$ cat src/rtl/lsu_ctrl_riscv.sv
// Load/store unit controller: sequences one req/gnt/rvalid data-bus access per
// decoder request, forms byte enables and replicated store data, extracts and
// extends load data, stalls the core until completion and aborts on bus timeout.
module lsu_ctrl_riscv #(
    parameter int unsigned TIMEOUT_CYCLES = 255
) (
    input  logic        clk_i,
    input  logic        rst_i,
    input  logic        lsu_req_i,
    input  logic        lsu_we_i,
    input  logic [2:0]  lsu_size_i,
    input  logic [31:0] lsu_addr_i,
    input  logic [31:0] lsu_data_i,
    output logic [31:0] lsu_data_o,
    output logic        lsu_stall_req_o,
    output logic        lsu_misalign_o,
    output logic        lsu_timeout_o,
    output logic        data_req_o,
    output logic        data_we_o,
    output logic [3:0]  data_be_o,
    output logic [31:0] data_addr_o,
    output logic [31:0] data_wdata_o,
    input  logic        data_gnt_i,
    input  logic        data_rvalid_i,
    input  logic [31:0] data_rdata_i
);

    // Counter only needs to reach TIMEOUT_CYCLES; with the timeout disabled it is a dummy bit.
    localparam int unsigned CntW = (TIMEOUT_CYCLES > 0) ? $clog2(TIMEOUT_CYCLES + 1) : 1;
    localparam logic [CntW-1:0] CntSat =
        (TIMEOUT_CYCLES == 0) ? {CntW{1'b1}} : CntW'(TIMEOUT_CYCLES);

    typedef enum logic [1:0] {
        StIdle,
        StReq,
        StWait,
        StDone
    } state_e;

    state_e            r_state;
    logic [31:0]       r_addr;
    logic [31:0]       r_wdata;
    logic [31:0]       r_ldata;
    logic              r_we;
    logic [2:0]        r_size;
    logic [CntW-1:0]   r_cnt;
    logic              r_timeout;

    logic              w_in_half;
    logic              w_in_word;
    logic              w_misaligned;
    logic              w_l_half;
    logic              w_l_word;
    logic              w_l_uns;
    logic [3:0]        w_be;
    logic [31:0]       w_wdata;
    logic [7:0]        w_byte;
    logic [15:0]       w_half;
    logic [31:0]       w_load_ext;
    logic [CntW-1:0]   w_cnt_inc;
    logic              w_cnt_hit;
    logic              w_in_req;

    // Decode size/alignment of the incoming request; codes 3, 6, 7 fall through to byte.
    always_comb begin
        w_in_half    = (lsu_size_i == 3'd1) || (lsu_size_i == 3'd5);
        w_in_word    = (lsu_size_i == 3'd2);
        w_misaligned = (w_in_half & lsu_addr_i[0]) |
                       (w_in_word & (lsu_addr_i[1:0] != 2'b00));
    end

    // Byte enables and lane-replicated store data from the latched access.
    always_comb begin
        w_l_half = (r_size == 3'd1) || (r_size == 3'd5);
        w_l_word = (r_size == 3'd2);
        w_l_uns  = (r_size == 3'd4) || (r_size == 3'd5);
        w_be     = 4'b0000;
        w_wdata  = 32'h0;
        if (w_l_word) begin
            w_be    = 4'b1111;
            w_wdata = r_wdata;
        end else if (w_l_half) begin
            w_be    = r_addr[1] ? 4'b1100 : 4'b0011;
            w_wdata = {2{r_wdata[15:0]}};
        end else begin
            w_be    = 4'b0001 << r_addr[1:0];
            w_wdata = {4{r_wdata[7:0]}};
        end
    end

    // Select the addressed lane of read data and sign/zero extend it.
    always_comb begin
        w_byte = 8'h0;
        unique case (r_addr[1:0])
            2'd0:    w_byte = data_rdata_i[7:0];
            2'd1:    w_byte = data_rdata_i[15:8];
            2'd2:    w_byte = data_rdata_i[23:16];
            default: w_byte = data_rdata_i[31:24];
        endcase
        w_half = r_addr[1] ? data_rdata_i[31:16] : data_rdata_i[15:0];
        if (w_l_word) begin
            w_load_ext = data_rdata_i;
        end else if (w_l_half) begin
            w_load_ext = {{16{~w_l_uns & w_half[15]}}, w_half};
        end else begin
            w_load_ext = {{24{~w_l_uns & w_byte[7]}}, w_byte};
        end
    end

    // Saturating busy-cycle counter; hit means this cycle is the TIMEOUT_CYCLES-th in REQ+WAIT.
    always_comb begin
        w_cnt_inc = (r_cnt == CntSat) ? r_cnt : r_cnt + 1'b1;
        w_cnt_hit = (TIMEOUT_CYCLES != 0) && (w_cnt_inc == CntSat);
    end

    // Access sequencer: latches the request, tracks bus handshake, registers results.
    always_ff @(posedge clk_i or posedge rst_i) begin
        if (rst_i) begin
            r_state   <= StIdle;
            r_addr    <= 32'h0;
            r_wdata   <= 32'h0;
            r_ldata   <= 32'h0;
            r_we      <= 1'b0;
            r_size    <= 3'd0;
            r_cnt     <= '0;
            r_timeout <= 1'b0;
        end else begin
            r_timeout <= 1'b0;
            unique case (r_state)
                StIdle: begin
                    if (lsu_req_i && !w_misaligned) begin
                        r_addr  <= lsu_addr_i;
                        r_we    <= lsu_we_i;
                        r_size  <= lsu_size_i;
                        r_wdata <= lsu_data_i;
                        r_cnt   <= '0;
                        r_state <= StReq;
                    end
                end
                StReq: begin
                    r_cnt <= w_cnt_inc;
                    // A granted store completes; a granted load still needs rvalid,
                    // so the timeout wins over it.
                    if (data_gnt_i && r_we) begin
                        r_state <= StDone;
                    end else if (w_cnt_hit) begin
                        r_timeout <= 1'b1;
                        r_ldata   <= 32'h0;
                        r_state   <= StDone;
                    end else if (data_gnt_i) begin
                        r_state <= StWait;
                    end
                end
                StWait: begin
                    r_cnt <= w_cnt_inc;
                    if (data_rvalid_i) begin
                        r_ldata <= w_load_ext;
                        r_state <= StDone;
                    end else if (w_cnt_hit) begin
                        r_timeout <= 1'b1;
                        r_ldata   <= 32'h0;
                        r_state   <= StDone;
                    end
                end
                StDone: begin
                    r_state <= StIdle;
                end
                default: begin
                    r_state <= StIdle;
                end
            endcase
        end
    end

    assign w_in_req     = (r_state == StReq);
    assign data_req_o   = w_in_req;
    assign data_we_o    = w_in_req & r_we;
    assign data_be_o    = w_in_req ? w_be : 4'b0000;
    assign data_addr_o  = w_in_req ? {r_addr[31:2], 2'b00} : 32'h0;
    assign data_wdata_o = w_in_req ? w_wdata : 32'h0;

    assign lsu_data_o    = r_ldata;
    assign lsu_timeout_o = r_timeout;
    // Gated by reset so every output reads 0 while reset is held.
    assign lsu_stall_req_o = ~rst_i & lsu_req_i & ~w_misaligned & (r_state != StDone);
    assign lsu_misalign_o  = ~rst_i & lsu_req_i & w_misaligned & (r_state == StIdle);

endmodule

$ cat config.mk
export PLATFORM = sky130hd
export DESIGN_NAME = lsu_ctrl_riscv
export DESIGN_NICKNAME = d
export VERILOG_FILES = /design/src/rtl/lsu_ctrl_riscv.sv
export SDC_FILE = /design/constraint.sdc
export NUM_CORES = 1
export LEC_CHECK = 0
export BUFFER_PORTS_ARGS = -buffer_cell sky130_fd_sc_hd__buf_2
export CORE_ASPECT_RATIO = 1.5
export CORE_UTILIZATION = 30
export CTS_CLUSTER_DIAMETER = 100
export DETAILED_ROUTE_END_ITERATION = 10
export MAX_ROUTING_LAYER = met4
export RECOVER_POWER = 50
export SLEW_MARGIN = 15
export SYNTH_ARGS = -nofsm -noshare
export SYNTH_HDL_FRONTEND = slang
export SYNTH_SLANG_ARGS = --single-unit
$ cat constraint.sdc
create_clock -name clk_i -period 5.31 [get_ports clk_i]
set_clock_uncertainty 0.2 [all_clocks]
set_input_delay 0.2655 -clock clk_i [delete_from_list [all_inputs] [get_ports clk_i]]
set_output_delay 0.2655 -clock clk_i [all_outputs]
set_load 0.01 [all_outputs]
==> metrics.txt, run 1 <==
Synth Cell Area=5950 µm²; sequential share of the synthesized area=46.7%; Ports=210; post-DP HPWL=12700 µm; Overall Global Routing Usage=18.9%; CTS clk-pin slew, worst paths=0.08 ns; Clock Latency Late Sink=between 0.3 and 0.4 ns; die area=approximately 20000 µm²; CP Launch Type=input port; Post-Synth XOR/XNOR Area=0%; part of the power in registers=about a third; grt ovf=0; # diodes=0; Synth Area per Inst=just over 10 µm²; largest net degree at the start of global routing=74; RSZ-0062 raised after global routing=false; Buf/Inv on CP=4; Worst-Margin Slew=3.39 ns; area of the core=19300 µm²; Comb pwr share=about 50%; via count=5442; Pwr Density=554 nW/µm²; sw frac=42.8%; CTS Buffer Depth=2; final hold violations=0; Initial Utilization=30.8%; Residual DRC=0; CTS sink cnt=about 110; area delta synth->final=35.8%; Yosys reg bits=approximately 110; maximum vdd drop=approximately 200 µV; post-synth cell types=53; WS Path Type=in -> async; vias in the first global route=between 5000 and 6000; mux cell area share after synthesis=13.6%; post-CTS setup repair buffer count=0; Synth Area in Simple Gates=between 10% and 20%; Setup Total Neg Slack=0 ns; TritonCTS clock tree=yes; crit path max-delay cell type=clkinvlp_2; fin. max-slew vios=74; post-synthesis cell count=582; first-pass GRT wire length=28800 µm; Pleak=3.67 nW; Clk network pwr share=15.0%; Synth Flop Type=dfrtp_1; share of cells above drive strength 1=30.8%; Crit Path Max Fanout=73; max_slew headroom=-127%; nets=roughly 950; max-cap violation count=1; hold_buf cts=73; Post-Synth Adder-Cell Area=1.26%; Final GP Congestion=roughly 0.90; EDFF count, synth=0; largest family of logic cells by synthesized area=compound AO/OA/AOI/OAI gates; crit path cell chain=dlygate4sd3_1 > clkbuf_1 > clkinvlp_2 > clkbuf_2; initial antenna violation count=0; crit-path leading delay family=buffers and inverters; vias per cell=between 4 and 5; Ys Warns=0; ys async rst share=100%; Max stage delay on crit path=1.89 ns; H-tree depth=3; final setup vio count=0; routed len/inst=16.7 µm; Die Width=117 µm; fmax=0.264 GHz; Worst Hold Class=in -> reg; Site Rows=a little over 60; TritonCTS Buffers=9; buffers added on ports=207; CP Capture Type=async pin; TritonRoute pass-1 iters=6; WL final=18300 µm; Fin Hold WS=0.0127 ns; outcome=complete, but fails checks; fin crit share=71.4%; Final min period=3.79 ns; Pint=0.00256 W; CTS root buf=clkbuf_16; failing checks=max-capacitance violations, max-slew violations; Required @ worst endpoint=5.44 ns; total net switching power=0.00191 W; Post-CTS Resized=0; DR iter-0 viols=251; complex-gate fraction of the synthesized area=18.7%; Final ANT Viol Nets=0; critical path arrival=3.92 ns; Die H=174 µm
sequential cells by signal, indices dropped and copies added (netlist names):
name,count
r_cnt,8
r_wdata,32
r_we,1
r_size,3
r_state,2
r_addr,32
lsu_data_o,32
lsu_timeout_o,1
routing by layer:
layer	global-route usage, %	part of all wire, %	vias up
li1	-	-	2579
met1	22.1	41	2639
met2	31.3	51	191
met3	3.00	5.0	33
met4	8.60	3.0	0
met5	-	0	-
final timing paths:
path / start / endpoint / slack, ns / cells after the start
hold / removal: data_rdata_i[19] / lsu_data_o[19] / 0.01 / 3
setup / recovery: rst_i / r_wdata[25] / 1.52 / 4
hold reg to reg: lsu_data_o[22] / lsu_data_o[22] / 0.30 / 1
min in group asynchronous: rst_i / lsu_data_o[31] / 1.26 / 3
max in group clk_i: r_state[1] / lsu_data_o[7] / 1.77 / 8
setup reg to reg: r_state[1] / lsu_data_o[7] / 1.77 / 8
tightest hold or removal path, stage by stage:
cell	delay (ns)
buf_2	0.09
a21oi_1	0.05
o2bb2ai_1	0.11
logic make-up (layout without fill, tap and decap cells):
logic type / Yosys count / after routing
compound gates: 157 / 157
simple gates: 179 / 179
mux: 71 / 71
fa+ha+maj: 6 / 6
flops: 111 / 111
other cells: 1 / 2
buf+inv: 57 / 317
cell usage after synthesis, drive strengths merged, types with 3 or more instances:
| cell | instances | area, µm² |
|---|---|---|
| a211oi | 7 | 52.6 |
| a21boi | 18 | 135 |
| a21oi | 37 | 189 |
| a31oi | 9 | 56.3 |
| and2 | 45 | 284 |
| and3 | 3 | 18.8 |
| buf | 22 | 146 |
| clkbuf | 18 | 67.6 |
| dfrtp | 111 | 2780 |
| ha | 6 | 75.1 |
| inv | 17 | 63.8 |
| mux2 | 69 | 777 |
| nand2 | 67 | 251 |
| nand3 | 4 | 25.0 |
| nor2 | 32 | 120 |
| nor2b | 5 | 31.3 |
| nor3 | 11 | 60.1 |
| o211ai | 3 | 22.5 |
| o21ai | 31 | 174 |
| o221ai | 15 | 131 |
| o2bb2ai | 24 | 210 |
| o31ai | 3 | 22.5 |
metrics by stage:
stage / std cells / cell area (µm²) / utilization, % / power [W] / setup WS (ns)
floorplan: 583 / 5950 / - / 0.00307 / 1.91
global placement: 1010 / 7130 / 36.9 / 0.00380 / 1.83
detailed placement: 1010 / 7130 / 36.9 / 0.00383 / 1.75
CTS: 1099 / 8160 / 42.2 / 0.00457 / 1.75
global route: 1099 / 8080 / 41.8 / 0.00485 / 0.744
finish: 1099 / 8080 / 41.8 / 0.00448 / 1.52
cells in the final DEF (no fill, tap or decap), types with 3 or more instances in the layout:
cell type,count
a211oi_1,7
a21boi_0,17
a21oi_1,36
a31oi_1,9
and2_1,44
and3_1,3
buf_2,161
buf_4,3
clkbuf_1,46
clkbuf_16,9
dfrtp_1,111
dlygate4sd3_1,73
ha_1,6
inv_1,16
mux2_2,69
nand2_1,67
nand3_1,3
nor2_1,32
nor2b_1,5
nor3_1,11
o211ai_1,3
o21ai_0,29
o221ai_1,15
o2bb2ai_1,24
o31ai_1,3
layout make-up:
| cell class | count | area (µm²) |
|---|---|---|
| tap | 256 | 320 |
| timing repair buffer | 284 | 1740 |
| multi-input combinational | 415 | 2880 |
| fill | 1907 | 11200 |
| sequential | 111 | 2780 |
| inverter | 17 | 65.1 |
| clock buffer | 10 | 239 |
| clock inverter | 6 | 52.6 |
power groups by stage:
stage	sequential (W)	combinational (W)	clock [W]
after floorplan	0.00152	0.00155	0
after global placement	0.00157	0.00223	0
after detailed placement	0.00158	0.00225	0
after CTS	0.00157	0.00230	0.000702
after global routing	0.00164	0.00248	0.000730
final	0.00157	0.00223	0.000673
Note: power is estimated with default switching activity, not from simulation.
==> run 2: changes to the inputs <==
Clock period 5.31 ns to 3.7 ns, I/O delays scaled along.
==> metrics.txt, run 2 (synthesized netlist as in run 1, its figures left out) <==
Pleak=3.84 nW (+4.8%); first-pass GRT wire length=29000 µm (+0.96%); fill cell count=1858 (-2.6%); max_slew headroom=1.26% (+130 points); Pwr Density=770 nW/µm² (+39%); leading cell type in the layout, fill and taps excluded=buf_2; WL final=18900 µm (+3.1%); Placed Area=7200 µm² (+0.91%); Residual DRC=0 (unchanged); fin crit share=80.0%; die area=20400 µm² (unchanged); Initial Utilization=30.8% (unchanged); vias in the first global route=5589 (+0.63%); GRT met3 Usage=3.52% (+0.52 points); CTS sink cnt=111 (unchanged); TritonRoute pass-1 iters=5 (-1); Comb pwr share=50.3% (+0.5 points); Non-Filler Instances=1135 (+3.3%); area of the multi-input gates=2900 µm² (+0.61%); CTS root buf=clkbuf_16; RSZ-0062 raised after global routing=false; gr busiest metal=met2; DR iter-0 viols=365 (+45%); Clock Latency Late Sink=0.37 ns (+0.02 ns); CP Capture Type=primary output; met1 Use GR=22.1% (+0.029 points); max-cap violation count=0 (-1); total net switching power=0.00279 W (+46%); Die Width=117 µm (unchanged); final setup vio count=0 (unchanged); placed cells=1017 (+0.69%); Ports=210 (unchanged); Crit Path Max Fanout=26 (-64%); Hold Crit Depth=3 (unchanged); via count=5602 (+2.9%); Site Rows=62 (unchanged); CP Launch Type=flip-flop; Die H=174 µm (unchanged); met2 global-route usage=32.5% (+1.1 points); Worst Hold Class=in -> reg; outcome=finished clean; TritonCTS clock tree=yes; vias per cell=4.94 (-0.32%); post-CTS setup repair buffer count=0 (unchanged); Required @ worst endpoint=3.31 ns (-2.13 ns); Final Cell Area=8440 µm² (+4.5%); WS Path Type=reg -> out; area of the core=19300 µm² (unchanged); fmax=0.338 GHz; Clk network pwr share=14.7% (-0.3 points); CTS clk-pin slew, worst paths=0.09 ns (about the same); area delta synth->final=41.9%; Final min period=2.96 ns; initial antenna violation count=2 (+2); H-tree depth=3 (unchanged); Setup Total Neg Slack=0 ns (unchanged); maximum vdd drop=295 µV (+48%); CTS Buffer Depth=2 (unchanged); largest net degree at the start of global routing=67 (-9.5%); part of the power in registers=35.0% (about the same); TritonCTS Buffers=9 (unchanged); grt ovf=0 (unchanged); most frequent cells in the layout=buf_2 (168), dfrtp_1 (111), dlygate4sd3_1 (101), mux2_2 (69), nand2_1 (67); Overall Global Routing Usage=19.2% (+0.30 points); Seq. cell area=2780 µm² (unchanged); critical path arrival=2.58 ns (-1.34 ns); fin. max-slew vios=0 (-100%); post-DP HPWL=13100 µm (+2.9%); Final GP Congestion=0.867 (-3.6%); final hold violations=0 (unchanged); Final ANT Viol Nets=0 (unchanged); Worst-Margin Slew=1.48 ns (-1.91 ns); buffers added on ports=207 (unchanged); FF-to-FF path depth=6 (-2); routed len/inst=16.6 µm (-0.22%); Pint=0.00371 W (+45%); sw frac=42.9% (+0.11 points); nets=984 (+3.7%); share of cells above drive strength 1=31.5% (+0.63 points)
==> run 2: changes by cell type in the layout (fill, tap and decap cells not counted), sizes merged <==
cell / before / now
clkinvlp: 3 / 1
dlygate4sd3: 73 / 101
diode: 0 / 2
inv: 18 / 19
buf: 164 / 178
clkinv: 2 / 3
clkbuf: 57 / 49
==> run 2: layout make-up <==
| class | count | share of cell area (%) |
|---|---|---|
| Timing Repair Buffer | 319 | 24.8 |
| Antenna cell | 2 | 0.0593 |
| Tap cell | 256 | 3.80 |
| Clock inverter | 6 | 0.638 |
| Sequential cell | 111 | 32.9 |
| Inverter | 17 | 0.756 |
| Multi-Input combinational cell | 415 | 34.4 |
| Clock buffer | 9 | 2.67 |
==> run 2: path summary, 6_finish.rpt <==
path	from	slack (ns)	endpoint
max	r_state[1]	0.74	data_wdata_o[25]
min	data_rdata_i[13]	0.01	lsu_data_o[13]
max reg2reg	r_state[1]	0.90	lsu_timeout_o
min reg2reg	lsu_data_o[7]	0.30	lsu_data_o[7]
max in group asynchronous	rst_i	1.70	r_we
min in group asynchronous	rst_i	0.64	lsu_timeout_o
==> run 2: power groups by stage <==
stage | Sequential [W] | Combinational, W | Clock (W)
2_1_floorplan | 0.00218 | 0.00222 | 0
3_3_place_gp | 0.00226 | 0.00322 | 0
3_5_place_dp | 0.00227 | 0.00324 | 0
4_1_cts | 0.00226 | 0.00335 | 0.000989
5_1_grt | 0.00236 | 0.00361 | 0.00103
6_report | 0.00228 | 0.00327 | 0.000957
==> run 2: timing repair <==
item / CTS / global route
resized for setup: 0 / 0
endpoints found under the setup margin: 0 / 0
endpoints found under the hold margin: 164 / 0
hold buffers: 101 / 0
==> run 2: per-stage QoR <==
stage / power, W / utilization, % / hold slack (ns) / worst slack, ns
floorplan: 0.00440 / - / 0.135 / 0.384
global placement: 0.00548 / 37.3 / 0.216 / 1.22
detailed placement: 0.00552 / 37.3 / 0.220 / 1.19
CTS: 0.00659 / 44.0 / 0.00669 / 0.902
global route: 0.00700 / 43.7 / 0.0215 / 0.444
finish: 0.00650 / 43.7 / 0.0123 / 0.739
==> run 2: worst max-delay path, stage by stage (launching register included) <==
cell and delay (ns):
dfrtp_1 0.44, inv_1 0.13, ha_1 0.22, clkbuf_1 0.82, o221ai_1 0.26, nor2_1 0.16
buf_2 0.16
==> run 2: per-layer routing <==
layer,vias up,routed length (µm),part of all wire [%]
met4,0,505,2.7
li1,2663,-,-
met1,2695,7760,41
met3,32,966,5.1
met5,-,0,0
met2,212,9640,51
